<file path="src/rtl/qspi_pkg.sv">
// Shared QSPI definitions: phase kinds, lane and mode codes, and the
// chunking / lane-mapping helpers used by the command sequencer.
package qspi_pkg;

  typedef enum logic [2:0] {
    PhCmd   = 3'd0,
    PhAddr  = 3'd1,
    PhDummy = 3'd2,
    PhWdata = 3'd3,
    PhRdata = 3'd4
  } phase_t;

  typedef enum logic [1:0] {
    LaneX1 = 2'd0,
    LaneX2 = 2'd1,
    LaneX4 = 2'd2
  } lane_t;

  typedef enum logic [1:0] {
    Mode111 = 2'd0,
    Mode112 = 2'd1,
    Mode114 = 2'd2,
    Mode144 = 2'd3
  } mode_t;

  // Bytes in the next data chunk: min(remaining, 4).
  function automatic logic [2:0] chunk_bytes(input logic [31:0] rem);
    return (rem >= 32'd4) ? 3'd4 : rem[2:0];
  endfunction

  function automatic lane_t addr_lanes(input logic [1:0] mode);
    return (mode_t'(mode) == Mode144) ? LaneX4 : LaneX1;
  endfunction

  function automatic lane_t data_lanes(input logic [1:0] mode);
    lane_t lanes;
    unique case (mode_t'(mode))
      Mode111: lanes = LaneX1;
      Mode112: lanes = LaneX2;
      default: lanes = LaneX4;
    endcase
    return lanes;
  endfunction

  // Keep only the upper bytes that belong to a partial chunk.
  function automatic logic [31:0] mask_chunk(input logic [31:0] data, input logic [2:0] nbytes);
    logic [31:0] res;
    unique case (nbytes)
      3'd1:    res = {data[31:24], 24'h0};
      3'd2:    res = {data[31:16], 16'h0};
      3'd3:    res = {data[31:8], 8'h0};
      default: res = data;
    endcase
    return res;
  endfunction

endpackage

</file>
<file path="src/rtl/qspi_cmd_sequencer.sv">
// QSPI command sequencer: breaks a flash transaction into CMD/ADDR/DUMMY/data
// segments for a downstream shifter and collects read words back.
module qspi_cmd_sequencer
  import qspi_pkg::*;
#(
  parameter int unsigned LEN_W   = 9,
  parameter int unsigned DUMMY_W = 5
) (
  input  logic               clk_i,
  input  logic               rst_n_i,
  input  logic               start_i,
  input  logic [7:0]         cmd_i,
  input  logic [31:0]        addr_i,
  input  logic               addr_en_i,
  input  logic               addr4_i,
  input  logic [DUMMY_W-1:0] dummy_i,
  input  logic               rd_i,
  input  logic [LEN_W-1:0]   len_i,
  input  logic [1:0]         mode_i,
  input  logic [31:0]        wdata_i,
  input  logic               wdata_valid_i,
  output logic               wdata_ready_o,
  output logic [31:0]        rdata_o,
  output logic               rdata_valid_o,
  output logic               seg_valid_o,
  input  logic               seg_ready_i,
  output logic [31:0]        seg_data_o,
  output logic [5:0]         seg_bits_o,
  output logic [1:0]         seg_lanes_o,
  output logic [2:0]         seg_kind_o,
  output logic               seg_last_o,
  input  logic               rx_valid_i,
  input  logic [31:0]        rx_data_i,
  output logic               busy_o,
  output logic               done_o
);

  typedef enum logic [2:0] {
    StIdle, StCmd, StAddr, StDummy, StWdata, StRdata, StRwait, StDone
  } state_e;

  state_e             state_q, state_d;
  logic [7:0]         cmd_q, cmd_d;
  logic [31:0]        addr_q, addr_d;
  logic               addr_en_q, addr_en_d;
  logic               addr4_q, addr4_d;
  logic [DUMMY_W-1:0] dummy_q, dummy_d;
  logic               rd_q, rd_d;
  logic [LEN_W-1:0]   rem_q, rem_d;
  logic [1:0]         mode_q, mode_d;
  logic [31:0]        rdata_q, rdata_d;
  logic               rdata_valid_q, rdata_valid_d;

  logic        seg_valid, seg_last, seg_hs, last_chunk;
  logic [31:0] seg_data;
  logic [5:0]  seg_bits;
  lane_t       seg_lanes;
  phase_t      seg_kind;
  logic [2:0]  chunk;
  state_e      st_data, st_after_addr, st_after_cmd;

  assign chunk      = chunk_bytes(32'(rem_q));
  assign last_chunk = 32'(rem_q) <= 32'd4;

  // Successor phases with absent phases skipped; DONE means nothing follows.
  assign st_data       = (rem_q != '0) ? (rd_q ? StRdata : StWdata) : StDone;
  assign st_after_addr = (dummy_q != '0) ? StDummy : st_data;
  assign st_after_cmd  = addr_en_q ? StAddr : st_after_addr;

  always_comb begin
    seg_valid = 1'b0;
    seg_data  = '0;
    seg_bits  = '0;
    seg_lanes = LaneX1;
    seg_kind  = PhCmd;
    seg_last  = 1'b0;
    unique case (state_q)
      StCmd: begin
        seg_valid = 1'b1;
        seg_data  = {cmd_q, 24'h0};
        seg_bits  = 6'd8;
        seg_last  = (st_after_cmd == StDone);
      end
      StAddr: begin
        seg_valid = 1'b1;
        seg_data  = addr4_q ? addr_q : {addr_q[23:0], 8'h0};
        seg_bits  = addr4_q ? 6'd32 : 6'd24;
        seg_lanes = addr_lanes(mode_q);
        seg_kind  = PhAddr;
        seg_last  = (st_after_addr == StDone);
      end
      StDummy: begin
        seg_valid = 1'b1;
        seg_bits  = 6'(dummy_q);
        seg_lanes = addr_lanes(mode_q);
        seg_kind  = PhDummy;
        seg_last  = (st_data == StDone);
      end
      StWdata: begin
        seg_valid = wdata_valid_i;
        seg_data  = wdata_i;
        seg_bits  = {chunk, 3'b000};
        seg_lanes = data_lanes(mode_q);
        seg_kind  = PhWdata;
        seg_last  = last_chunk;
      end
      StRdata: begin
        seg_valid = 1'b1;
        seg_bits  = {chunk, 3'b000};
        seg_lanes = data_lanes(mode_q);
        seg_kind  = PhRdata;
        seg_last  = last_chunk;
      end
      default: ;
    endcase
  end

  assign seg_hs = seg_valid && seg_ready_i;

  always_comb begin
    state_d       = state_q;
    cmd_d         = cmd_q;
    addr_d        = addr_q;
    addr_en_d     = addr_en_q;
    addr4_d       = addr4_q;
    dummy_d       = dummy_q;
    rd_d          = rd_q;
    rem_d         = rem_q;
    mode_d        = mode_q;
    rdata_d       = rdata_q;
    rdata_valid_d = 1'b0;
    unique case (state_q)
      StIdle: begin
        if (start_i) begin
          cmd_d     = cmd_i;
          addr_d    = addr_i;
          addr_en_d = addr_en_i;
          addr4_d   = addr4_i;
          dummy_d   = dummy_i;
          rd_d      = rd_i;
          rem_d     = len_i;
          mode_d    = mode_i;
          state_d   = StCmd;
        end
      end
      StCmd:   if (seg_hs) state_d = st_after_cmd;
      StAddr:  if (seg_hs) state_d = st_after_addr;
      StDummy: if (seg_hs) state_d = st_data;
      StWdata: begin
        if (seg_hs) begin
          rem_d   = rem_q - LEN_W'(chunk);
          state_d = last_chunk ? StDone : StWdata;
        end
      end
      StRdata: if (seg_hs) state_d = StRwait;
      StRwait: begin
        if (rx_valid_i) begin
          rdata_d       = mask_chunk(rx_data_i, chunk);
          rdata_valid_d = 1'b1;
          rem_d         = rem_q - LEN_W'(chunk);
          state_d       = last_chunk ? StDone : StRdata;
        end
      end
      StDone:  state_d = StIdle;
      default: state_d = StIdle;
    endcase
  end

  always_ff @(posedge clk_i or negedge rst_n_i) begin
    if (!rst_n_i) begin
      state_q       <= StIdle;
      cmd_q         <= '0;
      addr_q        <= '0;
      addr_en_q     <= 1'b0;
      addr4_q       <= 1'b0;
      dummy_q       <= '0;
      rd_q          <= 1'b0;
      rem_q         <= '0;
      mode_q        <= '0;
      rdata_q       <= '0;
      rdata_valid_q <= 1'b0;
    end else begin
      state_q       <= state_d;
      cmd_q         <= cmd_d;
      addr_q        <= addr_d;
      addr_en_q     <= addr_en_d;
      addr4_q       <= addr4_d;
      dummy_q       <= dummy_d;
      rd_q          <= rd_d;
      rem_q         <= rem_d;
      mode_q        <= mode_d;
      rdata_q       <= rdata_d;
      rdata_valid_q <= rdata_valid_d;
    end
  end

  assign seg_valid_o   = seg_valid;
  assign seg_data_o    = seg_data;
  assign seg_bits_o    = seg_bits;
  assign seg_lanes_o   = seg_lanes;
  assign seg_kind_o    = seg_kind;
  assign seg_last_o    = seg_last;
  assign wdata_ready_o = (state_q == StWdata) && seg_hs;
  assign rdata_o       = rdata_q;
  assign rdata_valid_o = rdata_valid_q;
  assign busy_o        = (state_q != StIdle);
  assign done_o        = (state_q == StDone);

endmodule

</file>
<file path="config.mk">
export PLATFORM = sky130hd
export DESIGN_NAME = qspi_cmd_sequencer
export DESIGN_NICKNAME = d
export VERILOG_FILES = /design/src/rtl/qspi_pkg.sv /design/src/rtl/qspi_cmd_sequencer.sv
export SDC_FILE = /design/constraint.sdc
export NUM_CORES = 1
export LEC_CHECK = 0
export ABC_AREA = 0
export CAP_MARGIN = 20
export CORE_MARGIN = 2
export CORE_UTILIZATION = 40
export CTS_CLUSTER_SIZE = 28
export DETAILED_ROUTE_END_ITERATION = 12
export MAX_ROUTING_LAYER = met4
export PLACE_DENSITY = 0.82
export SYNTH_ARGS = -nofsm -noshare
export SYNTH_HDL_FRONTEND = slang
export SYNTH_SLANG_ARGS = --single-unit
</file>
<file path="constraint.sdc">
create_clock -name clk_i -period 3.08 [get_ports clk_i]
set_input_delay 0.616 -clock clk_i [delete_from_list [all_inputs] [get_ports clk_i]]
set_output_delay 0.616 -clock clk_i [all_outputs]
set_load 0.01 [all_outputs]
</file>
Yosys cells after proc, flatten, opt, wreduce, memory -nomap -nowiden. Index checks and enable logic that the tools add are counted.

Register bits: 95. Output and inout port bits: 81. Bits of input ports: 129.

Reduce and logical (&&, ||, !) cells: 15. Add/subtract/negate cells: 1. Mux-type cells: 32. $lt $le $gt $ge: 2. Eq/ne operators: 22.

Operators by type and width (number): $pmux 32 s3 (1); $pmux 24 s3 (1); $mux 32 (1); $mux 3 (10); $mux 9 (3); $pmux 9 s3 (1); $pmux 3 s8 (1); $pmux 6 s4 (1); $eq 3x3->1 const B (7); $ne 2x2->1 const B (7); $eq 3x2->1 const B (4); $pmux 3 s4 (1); $ge 9x3->1 const B (1); $le 9x3->1 const B (1); $reduce_bool 9->1 (1); $sub 9x3->9 (1); $mux 2 (4); $pmux 2 s2 (2); $reduce_and 7->1 (1); $eq 3x1->1 const B (2); $mux 6 (1); $reduce_bool 3->1 (2); $reduce_bool 5->1 (1); $pmux 1 s4 (1); other kinds (11) (16).

Logic depth before layout (Yosys ltp).
Depth in word-level cells: 6. Gate-level depth with buffers: 10.

Worst setup path before layout. OpenSTA, ideal clock, no wires.

Kind: flip-flop to flip-flop. Start: reg rem_q[4]. End: reg rem_q[6]. Stages on the path, launching flop included: 11. Arrival: 2080 ps. Required time: 2941 ps. Slack: 861 ps. Setup time: 139 ps. Cell sequence: dfrtp_1 > clkbuf_2 > nor4_1 > and2_1 > buf_4 > nand2b_1 > ha_1 > o21a_1 > or4_1 > a22oi_1 > o221ai_1.

Word-level cells in the longest chain between the ends: 5. Elaborated cells between the ends (all ways): 6.

Ends and longest elaborated chain: from (decl) (RTL line qspi_cmd_sequencer.sv:49) `logic [LEN_W-1:0] rem_q, rem_d;`; from (signal assigned) (RTL line qspi_cmd_sequencer.sv:190) `rem_q <= rem_d;`; $ge 9x3->1 (RTL line qspi_pkg.sv:28) `return (rem >= 32'd4) ? 3'd4 : rem[2:0];`; $mux 3 (RTL line qspi_pkg.sv:28); $sub 9x3->9 * (RTL line qspi_cmd_sequencer.sv:151, qspi_cmd_sequencer.sv:160); $mux 9, on equally long branches (RTL line qspi_cmd_sequencer.sv:157, qspi_cmd_sequencer.sv:150); $pmux 9 s3 * (RTL line qspi_cmd_sequencer.sv:132) `unique case (state_q)`.

Every way passes the cells marked *; elsewhere a longest branch is shown, timed or not. The select of a mux whose other input is x is not followed. A chain may end at the register's enable or synchronous reset.

Worst setup path in the final report.
Start: reg dummy_q[1]. End: out seg_last_o.

Word-level cells in the longest chain between the ends: 5. Elaborated cells between the ends (all ways): 6.

Ends and longest elaborated chain: from (decl) (RTL line qspi_cmd_sequencer.sv:47) `logic [DUMMY_W-1:0] dummy_q, dummy_d;`; from (signal assigned) (RTL line qspi_cmd_sequencer.sv:188) `dummy_q <= dummy_d;`; $reduce_bool 5->1 * (RTL line qspi_cmd_sequencer.sv:67) `assign st_after_addr = (dummy_q != '0) ? StDummy : st_data;`; $mux 3 * (RTL line qspi_cmd_sequencer.sv:67); $mux 3 (RTL line qspi_cmd_sequencer.sv:68) `assign st_after_cmd = addr_en_q ? StAddr : st_after_addr;`; $eq 3x3->1 (RTL line qspi_cmd_sequencer.sv:82) `seg_last = (st_after_cmd == StDone);`; $pmux 1 s4 * (RTL line qspi_cmd_sequencer.sv:77) `unique case (state_q)`; to (decl) (RTL line qspi_cmd_sequencer.sv:31) `output logic seg_last_o,`.

Every way passes the cells marked *; elsewhere a longest branch is shown, timed or not.

==> metrics.txt <==
# TYPE chip_impl_metric gauge
chip_impl_info{name="status",value="complete, no violations"} 1
chip_impl_metric{name="grt_overflow",unit=""} 0
chip_impl_metric{name="number_of_sinks_handled_by_clock_tree_synthesis",unit=""} 95
chip_impl_metric{name="dp_hpwl",unit="µm"} 12000
chip_impl_metric{name="syn-num-nets",unit=""} 687
chip_impl_metric{name="final_layout_size_suffix_gt1_frac",unit=""} 0.0959
chip_impl_info{name="final_common_cell",value="sky130_fd_sc_hd__clkdlybuf4s50_1"} 1
chip_impl_metric{name="finalClockSkew",unit="ns"} 0.00672
chip_impl_metric{name="slew_viol_final",unit=""} 0
chip_impl_metric{name="drt-initial-drc-count",unit=""} 464
chip_impl_metric{name="routed_wirelength",unit="µm"} 16400
chip_impl_metric{name="die_area",unit="µm²"} 13400
chip_impl_metric{name="synth.lib_cells_used.distinct",unit=""} 59
chip_impl_metric{name="top_ports",unit=""} 210
chip_impl_metric{name="report.final.setup_viol",unit=""} 0
chip_impl_info{name="rsz0062_at_grt",value="false"} 1
chip_impl_metric{name="antenna_violation_net_count_after_detailed_routing",unit=""} 0
chip_impl_metric{name="maxClockFrequency",unit="MHz"} 330
chip_impl_metric{name="synth_async_sr_flop_share",unit=""} 1.00
chip_impl_metric{name="grt_pass1_vias",unit=""} 5028
chip_impl_metric{name="synth_largest_type_area_fraction",unit=""} 0.475
chip_impl_metric{name="critical_path_cell_count",unit=""} 5
chip_impl_metric{name="fin_crit",unit="ns"} 3.03
chip_impl_metric{name="hold_viol_final",unit=""} 0
chip_impl_info{name="worst_path_max_delay_cell",value="sky130_fd_sc_hd__clkdlybuf4s50_1"} 1
chip_impl_metric{name="post-cts-setup-buffer-count",unit=""} 0
chip_impl_metric{name="slew-limit-headroom",unit=""} 0.498
chip_impl_info{name="crit_path_start",value="dummy_q[1]"} 1
chip_impl_metric{name="dieWidth",unit="µm"} 116
chip_impl_metric{name="portBuffers",unit=""} 209
chip_impl_metric{name="cts_made_buffers",unit=""} 9
chip_impl_metric{name="fin_crit_sh",unit=""} 0.983
chip_impl_info{name="hp-class",value="input port to asynchronous set/reset pin"} 1
chip_impl_metric{name="worst_ep_required_time",unit="ns"} 2.46
chip_impl_metric{name="sequential_cell_area",unit="µm²"} 2380
chip_impl_info{name="tritoncts",value="yes"} 1
chip_impl_metric{name="setup-tns-final",unit="ns"} 0
chip_impl_metric{name="worst_skew_pair.late_latency",unit="ns"} 0.33
chip_impl_info{name="layout_common_cells",value="sky130_fd_sc_hd__clkdlybuf4s50_1 (207), sky130_fd_sc_hd__nand2_1 (175), sky130_fd_sc_hd__dfrtp_1 (93), sky130_fd_sc_hd__o21ai_0 (42), sky130_fd_sc_hd__a22o_1 (33)"} 1
chip_impl_info{name="critical_path.cell_chain",value="nor4_1, and2_1, a21boi_0, o31ai_1, clkdlybuf4s50_1"} 1
chip_impl_info{name="timing_worst_setup_path_type",value="register to primary output"} 1
chip_impl_metric{name="clk_pin_slew_worst_paths",unit="ns"} 0.07
chip_impl_metric{name="synthesized_instance_count",unit=""} 557
chip_impl_info{name="critPathTopFamily",value="simple AND/OR/NAND/NOR gates"} 1
chip_impl_metric{name="maxCapViolCount",unit=""} 0
chip_impl_metric{name="grt.total_usage",unit=""} 0.247
chip_impl_metric{name="grt_pass1_wl",unit="µm"} 25200
chip_impl_metric{name="chipHeight",unit="µm"} 116
chip_impl_metric{name="synth-seq-cells",unit=""} 95
chip_impl_metric{name="antenna_cells_inserted",unit=""} 0
chip_impl_metric{name="tightestPinTransition",unit="ns"} 0.753
chip_impl_metric{name="max_stage_delay",unit="ns"} 0.60
chip_impl_metric{name="path_max_fanout",unit=""} 3
chip_impl_metric{name="regToRegSetupSlack",unit="ns"} 0.54
chip_impl_metric{name="grt_max_degree",unit=""} 57
chip_impl_info{name="worstSetupStartpointType",value="register"} 1
chip_impl_metric{name="finalInstanceArea",unit="µm²"} 7650
chip_impl_info{name="endpoint_kind",value="primary output"} 1
chip_impl_info{name="synth_ff_type",value="sky130_fd_sc_hd__dfrtp_1"} 1
chip_impl_metric{name="multi_input_comb_area",unit="µm²"} 2440
chip_impl_metric{name="antenna_found_initial",unit=""} 0
chip_impl_metric{name="register_to_register_path_depth",unit=""} 9
chip_impl_info{name="cts-root-buf",value="sky130_fd_sc_hd__clkbuf_16"} 1
chip_impl_info{name="yosys.area.top_type",value="sky130_fd_sc_hd__dfrtp_1"} 1
chip_impl_metric{name="placed_instance_count",unit=""} 913
chip_impl_info{name="regToRegStartpoint",value="rem_q[4]"} 1
chip_impl_metric{name="router_iterations_before_antenna_repair",unit=""} 7
chip_impl_metric{name="postPlaceCellArea",unit="µm²"} 7310
chip_impl_metric{name="ys_warn_count",unit=""} 0
chip_impl_info{name="rr_endpoint",value="rem_q[6]"} 1
chip_impl_metric{name="p_leak",unit="nW"} 3.34
chip_impl_metric{name="clock_tree.htree_level_count",unit=""} 3
chip_impl_metric{name="initial_util",unit=""} 0.414
chip_impl_metric{name="cp_data_arrival_time",unit="ns"} 2.41
chip_impl_metric{name="postSynthAreaPerCell",unit="µm²"} 8.99
chip_impl_metric{name="globalplace.congestion",unit=""} 0.963
chip_impl_metric{name="vdd_drop_max",unit="µV"} 356
chip_impl_metric{name="power_density",unit="nW/µm²"} 840
chip_impl_metric{name="placement_rows",unit=""} 40
chip_impl_metric{name="detail_route.wl_per_cell",unit="µm"} 17.7
chip_impl_metric{name="placeableCoreArea",unit="µm²"} 12100
chip_impl_metric{name="finish.net_count",unit=""} 886
chip_impl_metric{name="yosysSeqAreaShare",unit=""} 0.475
chip_impl_metric{name="layout.filler_cells",unit=""} 1058
chip_impl_metric{name="drc",unit=""} 0
chip_impl_metric{name="drt-vias-per-instance",unit=""} 5.34
chip_impl_metric{name="syn_to_final_growth",unit="%"} 52.7
chip_impl_metric{name="synth_edf_count",unit=""} 0
chip_impl_info{name="yosys-top-cells-area",value="sky130_fd_sc_hd__dfrtp_1 (47%), sky130_fd_sc_hd__nand2_1 (13%), sky130_fd_sc_hd__a22o_1 (5.8%)"} 1
chip_impl_metric{name="synthesis.area",unit="µm²"} 5010
chip_impl_metric{name="post_layout_cell_count",unit=""} 929
chip_impl_metric{name="cp_num_buf_inv",unit=""} 1
chip_impl_metric{name="clk_path_buf_depth",unit=""} 2
chip_impl_metric{name="vias",unit=""} 4962
chip_impl_info{name="worst_setup_path_endpoint",value="seg_last_o"} 1
==> layout make-up <==
type | instances | area share
inverters | 13 | 0.00638
clock buffers | 11 | 0.0330
multi-input cells | 410 | 0.319
well taps | 168 | 0.0275
flip-flops and latches | 95 | 0.311
repair buffers | 227 | 0.296
clock inverters | 5 | 0.00736
==> worst reg2reg max path: stages, from the launching register on <==
cell and delay [ns]:
sky130_fd_sc_hd__dfrtp_1 0.56, sky130_fd_sc_hd__nor4_4 0.08, sky130_fd_sc_hd__and2_1 0.18, sky130_fd_sc_hd__buf_4 0.18, sky130_fd_sc_hd__nand2b_1 0.16, sky130_fd_sc_hd__ha_1 0.30
sky130_fd_sc_hd__o21a_1 0.24, sky130_fd_sc_hd__or4_1 0.40, sky130_fd_sc_hd__a22oi_1 0.18, sky130_fd_sc_hd__o221ai_1 0.13
==> metal layers <==
metal / GRT usage / wire length, µm
met1: 0.299 / 6530
met4: 0.0778 / 297
met2: 0.412 / 7940
met5: - / 0
met3: 0.0575 / 1640
==> flip-flops by register name (all words and copies together), names as in the netlist <==
name and cells:
addr_q 32, rdata_o 32, rem_q 9, cmd_q 8, dummy_q 5, state_q 3
mode_q 2, addr4_q 1, addr_en_q 1, rd_q 1, rdata_valid_o 1
==> per-stage QoR <==
step	setup WS, ns	hold slack [ns]	total power [mW]	util
floorplan	0.861	0.320	3.82	-
global placement	0.363	0.454	5.16	0.603
detailed placement	0.360	0.457	5.24	0.603
CTS	0.0158	0.375	6.42	0.629
global route	0.00269	0.391	6.84	0.632
finish	0.0523	0.333	6.43	0.632
==> synthesized netlist by cell type, types with 9 or more instances <==
master / n
sky130_fd_sc_hd__mux2_2: 18
sky130_fd_sc_hd__a21oi_1: 9
sky130_fd_sc_hd__a22o_1: 33
sky130_fd_sc_hd__nand2_1: 176
sky130_fd_sc_hd__o21ai_0: 42
sky130_fd_sc_hd__nor2_1: 13
sky130_fd_sc_hd__clkbuf_1: 14
sky130_fd_sc_hd__inv_1: 13
sky130_fd_sc_hd__mux2i_1: 18
sky130_fd_sc_hd__a22oi_1: 11
sky130_fd_sc_hd__buf_2: 15
sky130_fd_sc_hd__dfrtp_1: 95
==> repair_timing <==
action	in CTS	in global routing
setup endpoints to repair	2	11
hold buffers	0	0
endpoints found under the hold margin	0	0
gates resized for setup	1	7
==> cells by family (layout without fill, tap and decap cells) <==
group,count (synthesis),count (layout),share of synthesized area
muxes,36,36,0.0764
other,1,1,0.000749
AOI/OAI and AO/OA,130,130,0.184
DFF,95,95,0.475
and+or+nand+nor,241,241,0.213
buffers and inverters,52,256,0.0475
xor gates and xnor gates,1,1,0.00175
adders and majority gates,1,1,0.00250
==> where the power goes <==
group / internal, mW / switching [mW] / total (mW)
clock network: 0.672 / 0.473 / 1.15
logic: 1.54 / 1.45 / 3.00
registers: 1.78 / 0.510 / 2.29
==> worst min-delay path by stage <==
stage                     from     endpoint  cells after the start
floorplan              rst_n_i      addr4_q                      0
global placement    addr_q[27]   addr_q[27]                      2
detailed placement  addr_q[27]   addr_q[27]                      2
CTS                    rst_n_i  rdata_o[16]                      1
global route           rst_n_i  rdata_o[16]                      1
finish                 rst_n_i  rdata_o[16]                      1
Power figures use the tool's default switching activity.
